File: src/rtl/sram_req_arbiter_pkg.sv
// Shared encodings for the SRAM request arbiter: source tags and grant FSM states.
package sram_req_arbiter_pkg;

  localparam logic SRC_INST = 1'b0;
  localparam logic SRC_DATA = 1'b1;

  typedef enum logic [1:0] {
    ST_IDLE      = 2'd0,
    ST_LOCK_INST = 2'd1,
    ST_LOCK_DATA = 2'd2
  } arb_state_t;

endpackage

File: src/rtl/sram_ret_fifo.sv
// In-order source tag FIFO: one bit per accepted-but-unreturned request.
module sram_ret_fifo #(
  parameter int DEPTH = 2
) (
  input  logic clk,
  input  logic resetn,
  input  logic i_push,
  input  logic i_src,
  input  logic i_pop,
  output logic o_full,
  output logic o_empty,
  output logic o_head
);

  localparam int PW = (DEPTH > 1) ? $clog2(DEPTH) : 1;
  localparam int CW = $clog2(DEPTH + 1);

  logic [DEPTH-1:0] r_mem;
  logic [PW-1:0]    r_wptr, r_rptr;
  logic [CW-1:0]    r_cnt;
  logic             w_push, w_pop;

  assign o_full  = (r_cnt == CW'(DEPTH));
  assign o_empty = (r_cnt == '0);
  assign o_head  = r_mem[r_rptr];
  assign w_push  = i_push & ~o_full;
  assign w_pop   = i_pop & ~o_empty;

  // DEPTH is a power of two, so natural pointer overflow is the modulo wrap.
  always_ff @(posedge clk) begin
    if (!resetn) begin
      r_mem  <= '0;
      r_wptr <= '0;
      r_rptr <= '0;
      r_cnt  <= '0;
    end else begin
      if (w_push) begin
        r_mem[r_wptr] <= i_src;
        r_wptr        <= r_wptr + PW'(1);
      end
      if (w_pop) r_rptr <= r_rptr + PW'(1);
      case ({w_push, w_pop})
        2'b10:   r_cnt <= r_cnt + CW'(1);
        2'b01:   r_cnt <= r_cnt - CW'(1);
        default: r_cnt <= r_cnt;
      endcase
    end
  end

endmodule

File: src/rtl/sram_req_arbiter.sv
// Shares one SRAM-style port between IF (inst) and MEM (data) requesters:
// fixed-priority grant held until addr_ok, responses routed by acceptance order.
module sram_req_arbiter
  import sram_req_arbiter_pkg::*;
#(
  parameter int ADDR_W    = 32,
  parameter int DATA_W    = 32,
  parameter int MAX_OUT   = 2,
  parameter bit ASSERT_ON = 1'b1
) (
  input  logic              clk,
  input  logic              resetn,
  input  logic              inst_req,
  input  logic              inst_wr,
  input  logic [1:0]        inst_size,
  input  logic [3:0]        inst_wstrb,
  input  logic [ADDR_W-1:0] inst_addr,
  input  logic [DATA_W-1:0] inst_wdata,
  output logic              inst_addr_ok,
  output logic              inst_data_ok,
  output logic [DATA_W-1:0] inst_rdata,
  input  logic              data_req,
  input  logic              data_wr,
  input  logic [1:0]        data_size,
  input  logic [3:0]        data_wstrb,
  input  logic [ADDR_W-1:0] data_addr,
  input  logic [DATA_W-1:0] data_wdata,
  output logic              data_addr_ok,
  output logic              data_data_ok,
  output logic [DATA_W-1:0] data_rdata,
  output logic              mem_req,
  output logic              mem_wr,
  output logic [1:0]        mem_size,
  output logic [3:0]        mem_wstrb,
  output logic [ADDR_W-1:0] mem_addr,
  output logic [DATA_W-1:0] mem_wdata,
  input  logic              mem_addr_ok,
  input  logic              mem_data_ok,
  input  logic [DATA_W-1:0] mem_rdata
);

  arb_state_t r_state, w_state_nxt;
  logic       w_sel, w_sel_req, w_accept, w_pop;
  logic       w_full, w_empty, w_head;

  always_comb begin
    w_sel     = SRC_INST;
    w_sel_req = 1'b0;
    case (r_state)
      ST_LOCK_INST: begin w_sel = SRC_INST; w_sel_req = inst_req; end
      ST_LOCK_DATA: begin w_sel = SRC_DATA; w_sel_req = data_req; end
      default: begin
        if (data_req)      begin w_sel = SRC_DATA; w_sel_req = 1'b1; end
        else if (inst_req) begin w_sel = SRC_INST; w_sel_req = 1'b1; end
      end
    endcase
  end

  // resetn gating keeps every handshake low while reset is asserted, before state clears.
  assign mem_req  = resetn & w_sel_req & ~w_full;
  assign w_accept = mem_req & mem_addr_ok;
  assign w_pop    = resetn & mem_data_ok & ~w_empty;

  assign inst_addr_ok = w_accept & (w_sel == SRC_INST);
  assign data_addr_ok = w_accept & (w_sel == SRC_DATA);
  assign inst_data_ok = w_pop & (w_head == SRC_INST);
  assign data_data_ok = w_pop & (w_head == SRC_DATA);
  assign inst_rdata   = mem_rdata;
  assign data_rdata   = mem_rdata;

  assign mem_wr    = (w_sel == SRC_DATA) ? data_wr    : inst_wr;
  assign mem_size  = (w_sel == SRC_DATA) ? data_size  : inst_size;
  assign mem_wstrb = (w_sel == SRC_DATA) ? data_wstrb : inst_wstrb;
  assign mem_addr  = (w_sel == SRC_DATA) ? data_addr  : inst_addr;
  assign mem_wdata = (w_sel == SRC_DATA) ? data_wdata : inst_wdata;

  always_comb begin
    w_state_nxt = r_state;
    case (r_state)
      ST_IDLE:
        if (mem_req && !mem_addr_ok)
          w_state_nxt = (w_sel == SRC_DATA) ? ST_LOCK_DATA : ST_LOCK_INST;
      ST_LOCK_INST, ST_LOCK_DATA:
        if (w_accept) w_state_nxt = ST_IDLE;
      default: w_state_nxt = ST_IDLE;
    endcase
  end

  always_ff @(posedge clk) begin
    if (!resetn) r_state <= ST_IDLE;
    else         r_state <= w_state_nxt;
  end

  sram_ret_fifo #(.DEPTH(MAX_OUT)) u_ret_fifo (
    .clk     (clk),
    .resetn  (resetn),
    .i_push  (w_accept),
    .i_src   (w_sel),
    .i_pop   (w_pop),
    .o_full  (w_full),
    .o_empty (w_empty),
    .o_head  (w_head)
  );

`ifndef SYNTHESIS
  // A response with nothing outstanding is dropped; flag it in simulation.
  always_ff @(posedge clk) begin
    if (ASSERT_ON && resetn && mem_data_ok)
      assert (!w_empty) else $error("sram_req_arbiter: mem_data_ok with no outstanding request");
  end
`endif

endmodule
File: config.mk
export PLATFORM = sky130hd
export DESIGN_NAME = sram_req_arbiter
export DESIGN_NICKNAME = d
export VERILOG_FILES = /design/src/rtl/sram_req_arbiter_pkg.sv /design/src/rtl/sram_ret_fifo.sv /design/src/rtl/sram_req_arbiter.sv
export SDC_FILE = /design/constraint.sdc
export NUM_CORES = 1
export LEC_CHECK = 0
export CORE_AREA = 5 5 122 124
export DETAILED_ROUTE_END_ITERATION = 7
export DIE_AREA = 0 0 127 129
export DONT_BUFFER_PORTS = 1
export GPL_TIMING_DRIVEN = 0
export SLEW_MARGIN = 20
export SYNTH_ARGS = -nofsm -noshare
export SYNTH_HDL_FRONTEND = slang
export SYNTH_SLANG_ARGS = --single-unit
File: constraint.sdc
create_clock -name clk -period 2.67 [get_ports clk]
set_clock_uncertainty 0.2 [all_clocks]
set_input_delay 0.534 -clock clk [delete_from_list [all_inputs] [get_ports clk]]
set_output_delay 0.534 -clock clk [all_outputs]
set_load 0.01 [all_outputs]
Word-level counts from Yosys, hierarchy flattened:

Index checks and enable logic that the tools add are counted.

* output and inout bits: 140
* register bits after elaboration: 8
* word-level logic and storage cells: 62

* bitwise gates (word level): 15
* muxes and demuxes: 20
* reduce and logical (&&, ||, !) cells: 8
* eq/ne operators: 7
* $lt $le $gt $ge: 3
* add/sub/neg operators: 4

Operators by type and width (number)
* $mux W32: 2
* $and A1 B1 Y1: 11
* $mux W2: 4
* $pmux W2 S2: 2
* $mux W1: 7
* $eq A2 B2 Y1 const B: 3
* $eq A2 B1 Y1 const B: 2
* $logic_not A2 Y1: 2
* $lt A1 B2 Y1 const B: 2
* $mux W4: 1
* $not A1 Y1: 4
* $pmux W1 S2: 2
* $add A1 B1 Y1 const B: 2
* $add A2 B1 Y2 const B: 1
* $bwmux W2: 1
* $logic_and A1 B1 Y1: 2
* $ne A2 B1 Y1 const B: 1
* $ne A2 B2 Y1 const B: 1
* $reduce_and A2 Y1: 1
* $reduce_bool A2 Y1: 1
* $reduce_or A2 Y1: 1
* $sub A2 B1 Y2 const B: 1
* $demux W1 S1: 1
* $ge A1 B1 Y1 const B: 1
* $logic_not A1 Y1: 1

Longest topological paths before layout:

* depth after elaboration: 9
* gate-level depth with buffers: 9
* mapped depth without buffers: 9

Hierarchy:

Synthesis repeated with hierarchy kept, for this count alone.

* cell total of the unflattened synthesis: 205
* area total of the unflattened synthesis: 2102.0 µm²

By module, submodules not included
* sram_req_arbiter: area an instance 1809.2 µm², instances 1, seq. area each 40.0 µm², cells each 174
* sram_ret_fifo: area an instance 292.8 µm², instances 1, seq. area each 120.1 µm², cells each 31

Worst setup path after synthesis:

Ideal clock, no wire load.

* path type: register to output
* from: reg r_state[0]
* to: out mem_wdata[0]
* arrival: 1.755 ns
* slack: 0.181 ns
* path buffers: 2
* stages on the path, launching flop included: 7
* cell sequence: dfxtp_1 > inv_1 > ha_1 > mux2i_1 > buf_4 > buf_4 > mux2_1

* longest elaborated chain between the ends: 3
* elaborated cells on any way between the ends: 4

RTL lines
* start: declaration: RTL line sram_req_arbiter.sv:42 `arb_state_t r_state, w_state_nxt;`
* start signal: assignment: RTL line sram_req_arbiter.sv:91 `else r_state <= w_state_nxt;`
* $eq A2 B2 Y1 / $eq A2 B1 Y1 (equally long branches): RTL line sram_req_arbiter.sv:49 `case (r_state)`
* $pmux W1 S2 *: RTL line sram_req_arbiter.sv:49
* $mux W32 *: RTL line sram_req_arbiter.sv:75 `assign mem_wdata = (w_sel == SRC_DATA) ? data_wdata : inst_wdata;`
* end: declaration: RTL line sram_req_arbiter.sv:36 `output logic [DATA_W-1:0] mem_wdata,`

Every way passes the cells marked *; elsewhere a longest branch is shown, timed or not.

Final worst setup path:

* from: reg r_state[0]
* to: out mem_addr[31]

* longest elaborated chain between the ends: 3
* elaborated cells on any way between the ends: 4

RTL lines
* $eq A2 B2 Y1 / $eq A2 B1 Y1 (equally long branches): RTL line sram_req_arbiter.sv:49
* $pmux W1 S2 *: RTL line sram_req_arbiter.sv:49
* $mux W32 *: RTL line sram_req_arbiter.sv:74 `assign mem_addr = (w_sel == SRC_DATA) ? data_addr : inst_addr;`
* end: declaration: RTL line sram_req_arbiter.sv:35 `output logic [ADDR_W-1:0] mem_addr,`

Marks and branches as above.

==> reports/metrics.csv <==
stage;metric;value;unit
outcome;status;finished clean;
floorplanning;core area;13700;µm²
placed_design;dpl cells;381;
placed_design;Place WS;-0.459;ns
cts;htree depth;1;
pwr;switching share of power;39.9;%
critical_path;CP endpoint kind;primary output;
placed_design;DP Wirelength;8.01;mm
timing;Max-slew headroom;79.4;%
global_route;initial antenna violation count;0;
finish;layout cells sized above 1;79.6;%
global_route;number of global-route vias before repair;1636;
critical_path;Max stage delay on crit path;0.40;ns
timing;worst hold margin;0.257;ns
finish;ant diodes;0;
global_route;global-route wire length before repair;11.0;mm
finish;fin cells;391;
critical_path;CP Data Required Time;1.94;ns
yosys;dominant cell type by area after synthesis;mux2_2;
routing;post-route ant nets;0;
routing;DRC violations left;0;
floorplanning;row count;43;
pwr;Int Power;1.13;mW
global_route;total global routing overflow;0;
pwr;Sw Pwr;0.752;mW
routing;WL per Instance;22.4;µm
timing;RSZ-0062 raised after global routing;yes;
pwr;Comb pwr share;78.0;%
yosys;Yosys cell types;27;
critical_path;CP max FO;10;
routing;drt via density;3.87;
floorplanning;Die ar.;16400;µm²
floorplanning;Die Ht;129;µm
cts;CTS root buffer;clkbuf_16;
timing;setup ws final;0.00686;ns
timing;period utilization;99.7;%
floorplanning;I/O pins;320;
routing;final wirelength;8.77;mm
global_route;GRT Total Usage;9.10;%
timing;setup TNS;0;ns
pwr;overall power;1.88;mW
cts;worst-skew pair later-pin latency;0.23;ns
placed_design;IO buf count;0;
global_route;largest net degree at the start of global routing;11;
timing;Worst-Margin Slew;0.308;ns
cts;clock buffer count from CTS;3;
yosys;Synth Net Count;385;
finish;cell area after layout;2570;µm²
routing;DR iter-0 viols;28;
finish;Final nets;397;
critical_path;CP Class;reg -> out;
floorplanning;Initial Utilization;13.5;%
timing;Highest Clock Rate;375;MHz
pwr;PD cells;732;nW/µm²
finish;final core occ;18.8;%
pwr;part of the power in registers;9.0;%
pwr;Leakage;1.22;nW
yosys;Syn. warnings;0;
cts;CTS tree;yes;
timing;Tmin final;2.66;ns
timing;Setup violations, final;0;
routing;drt pass-1 iters;4;
routing;via count;1514;
yosys;synthesized area per cell;9.20;µm²
run;Max-cap violations;0;
placed_design;Final Wtd Congestion;0.949;
timing;Max Slew Vio Count;0;
placed_design;DP Area;2070;µm²
cts;Worst-path clk slew;0.03;ns
critical_path;CP arrival;1.93;ns
yosys;Synth top area share;28.0;%
yosys;register area share after synthesis;8.66;%
critical_path;crit-path cells;inv_2 -> ha_4 -> mux2i_4 -> buf_12 -> buf_6 -> mux2_2;
critical_path;CP startpoint kind;flip-flop;
yosys;Area contributors post-synth;mux2_2 (28%), buf_4 (27%), mux2_1 (15%);
cts;Max Buffers Root-to-Sink;2;
yosys;Post-Syn Instances;201;
yosys;Seq cells post-synth;8;
critical_path;cell type of the slowest stage on the worst timing path;mux2_2;
pwr;clock share of power;13.0;%
cts;# clock sinks;8;
pwr;Peak VDD IR;0.276;mV
timing;final hold vios;0;
hold_path;HP Class;in -> reg;
yosys;Mapped Area;1850;µm²
finish;Synth-to-Final Area Change;39.2;%
floorplanning;Die Span X;127;µm
==> cells in the mapped netlist <==
library cell	instances
buf_4	66
mux2_2	46
mux2_1	25
dfxtp_1	8
inv_1	6
nor2_1	6
mux2i_1	5
nand2_1	5
buf_2	4
ha_1	4
o21ai_0	3
a21oi_1	2
buf_6	2
nor2b_1	2
nor3_1	2
o31ai_1	2
or3_1	2
xor2_1	2
a22o_2	1
a41oi_1	1
o2111ai_1	1
o211ai_4	1
or2_2	1
or2b_4	1
or3b_1	1
or4_4	1
xnor2_1	1
==> layout by cell type (no fill, tap or decap), types with 2 or more instances in the layout <==
cell type   n
xor2_1      2
clkbuf_16   4
inv_2       2
buf_12      3
ha_1        3
nor2_1      5
mux2_2     14
a21oi_1     2
buf_6       4
inv_1       4
mux2_4     57
buf_4      67
dfxtp_2     2
mux2i_1     4
o31ai_1     2
o21ai_0     3
buf_8       3
dfxtp_1     6
nand2_1     5
==> power groups by stage <==
| stage | sequential (mW) | combinational [mW] | clock [mW] |
|---|---|---|---|
| 3_3_place_gp | 0.166 | 1.05 | 0 |
| 4_1_cts | 0.168 | 1.42 | 0.251 |
| 6_report | 0.169 | 1.47 | 0.245 |
| 3_5_place_dp | 0.168 | 1.06 | 0 |
| 5_1_grt | 0.172 | 1.55 | 0.260 |
| 2_1_floorplan | 0.163 | 0.853 | 0 |
==> sequential cells by signal, indices dropped and copies added, names as in the netlist <==
register and cells:
r_state 2, u_ret_fifo.r_cnt 2, u_ret_fifo.r_mem 2, u_ret_fifo.r_rptr 1, u_ret_fifo.r_wptr 1
==> final timing paths <==
path	start	end	slack [ns]	cells after the start
setup / recovery	r_state[0]$_SDFFE_PN0P_	mem_addr[31]	0.007	6
hold / removal	resetn	r_state[0]$_SDFFE_PN0P_	0.26	2
setup reg to reg	r_state[0]$_SDFFE_PN0P_	u_ret_fifo.r_cnt[1]$_SDFFE_PN0P_	0.18	9
hold reg to reg	u_ret_fifo.r_mem[1]$_SDFFE_PN0P_	u_ret_fifo.r_mem[1]$_SDFFE_PN0P_	0.28	2
==> layout make-up <==
type,count,area [µm²]
Clock buffer,3,75.1
Multi-Input combinational cell,115,1380
Tap cell,180,225
Sequential cell,8,163
Timing Repair Buffer,7,110
Inverter,6,22.5
Buffer,72,596
Fill cell,1502,11100
==> cells by family (layout without fill, tap and decap cells) <==
logic type / count (synthesis) / after routing / share of synthesized area [%]
adders and majority gates: 4 / 4 / 2.71
AOI/OAI and AO/OA: 11 / 11 / 4.80
muxes: 76 / 76 / 45.9
xor gates and xnor gates: 3 / 3 / 1.42
DFF: 8 / 8 / 8.66
buffers and inverters: 78 / 88 / 30.3
and+or+nand+nor: 21 / 21 / 6.16
==> layer usage <==
| metal | GRT usage, % | routed length (µm) | vias up |
|---|---|---|---|
| met4 | 2.33 | 46 | 0 |
| li1 | - | - | 651 |
| met5 | 0 | 0 | - |
| met2 | 15.6 | 4440 | 149 |
| met1 | 11.9 | 3560 | 710 |
| met3 | 1.54 | 727 | 4 |
==> repair_timing <==
action,in CTS,in global routing
pin swaps,1,1
buffers inserted,5,0
gates cloned,1,1
setup endpoints to repair,73,68
hold buffers,0,0
gates resized for setup,92,21
==> critical path, delay by kind of cell (launching register included) <==
family	cells	cell delay, ns
fa+ha+maj	1	0.28
mux	2	0.70
flops	1	0.34
buf+inv	3	0.38
Note: power is estimated with default switching activity, not from simulation.
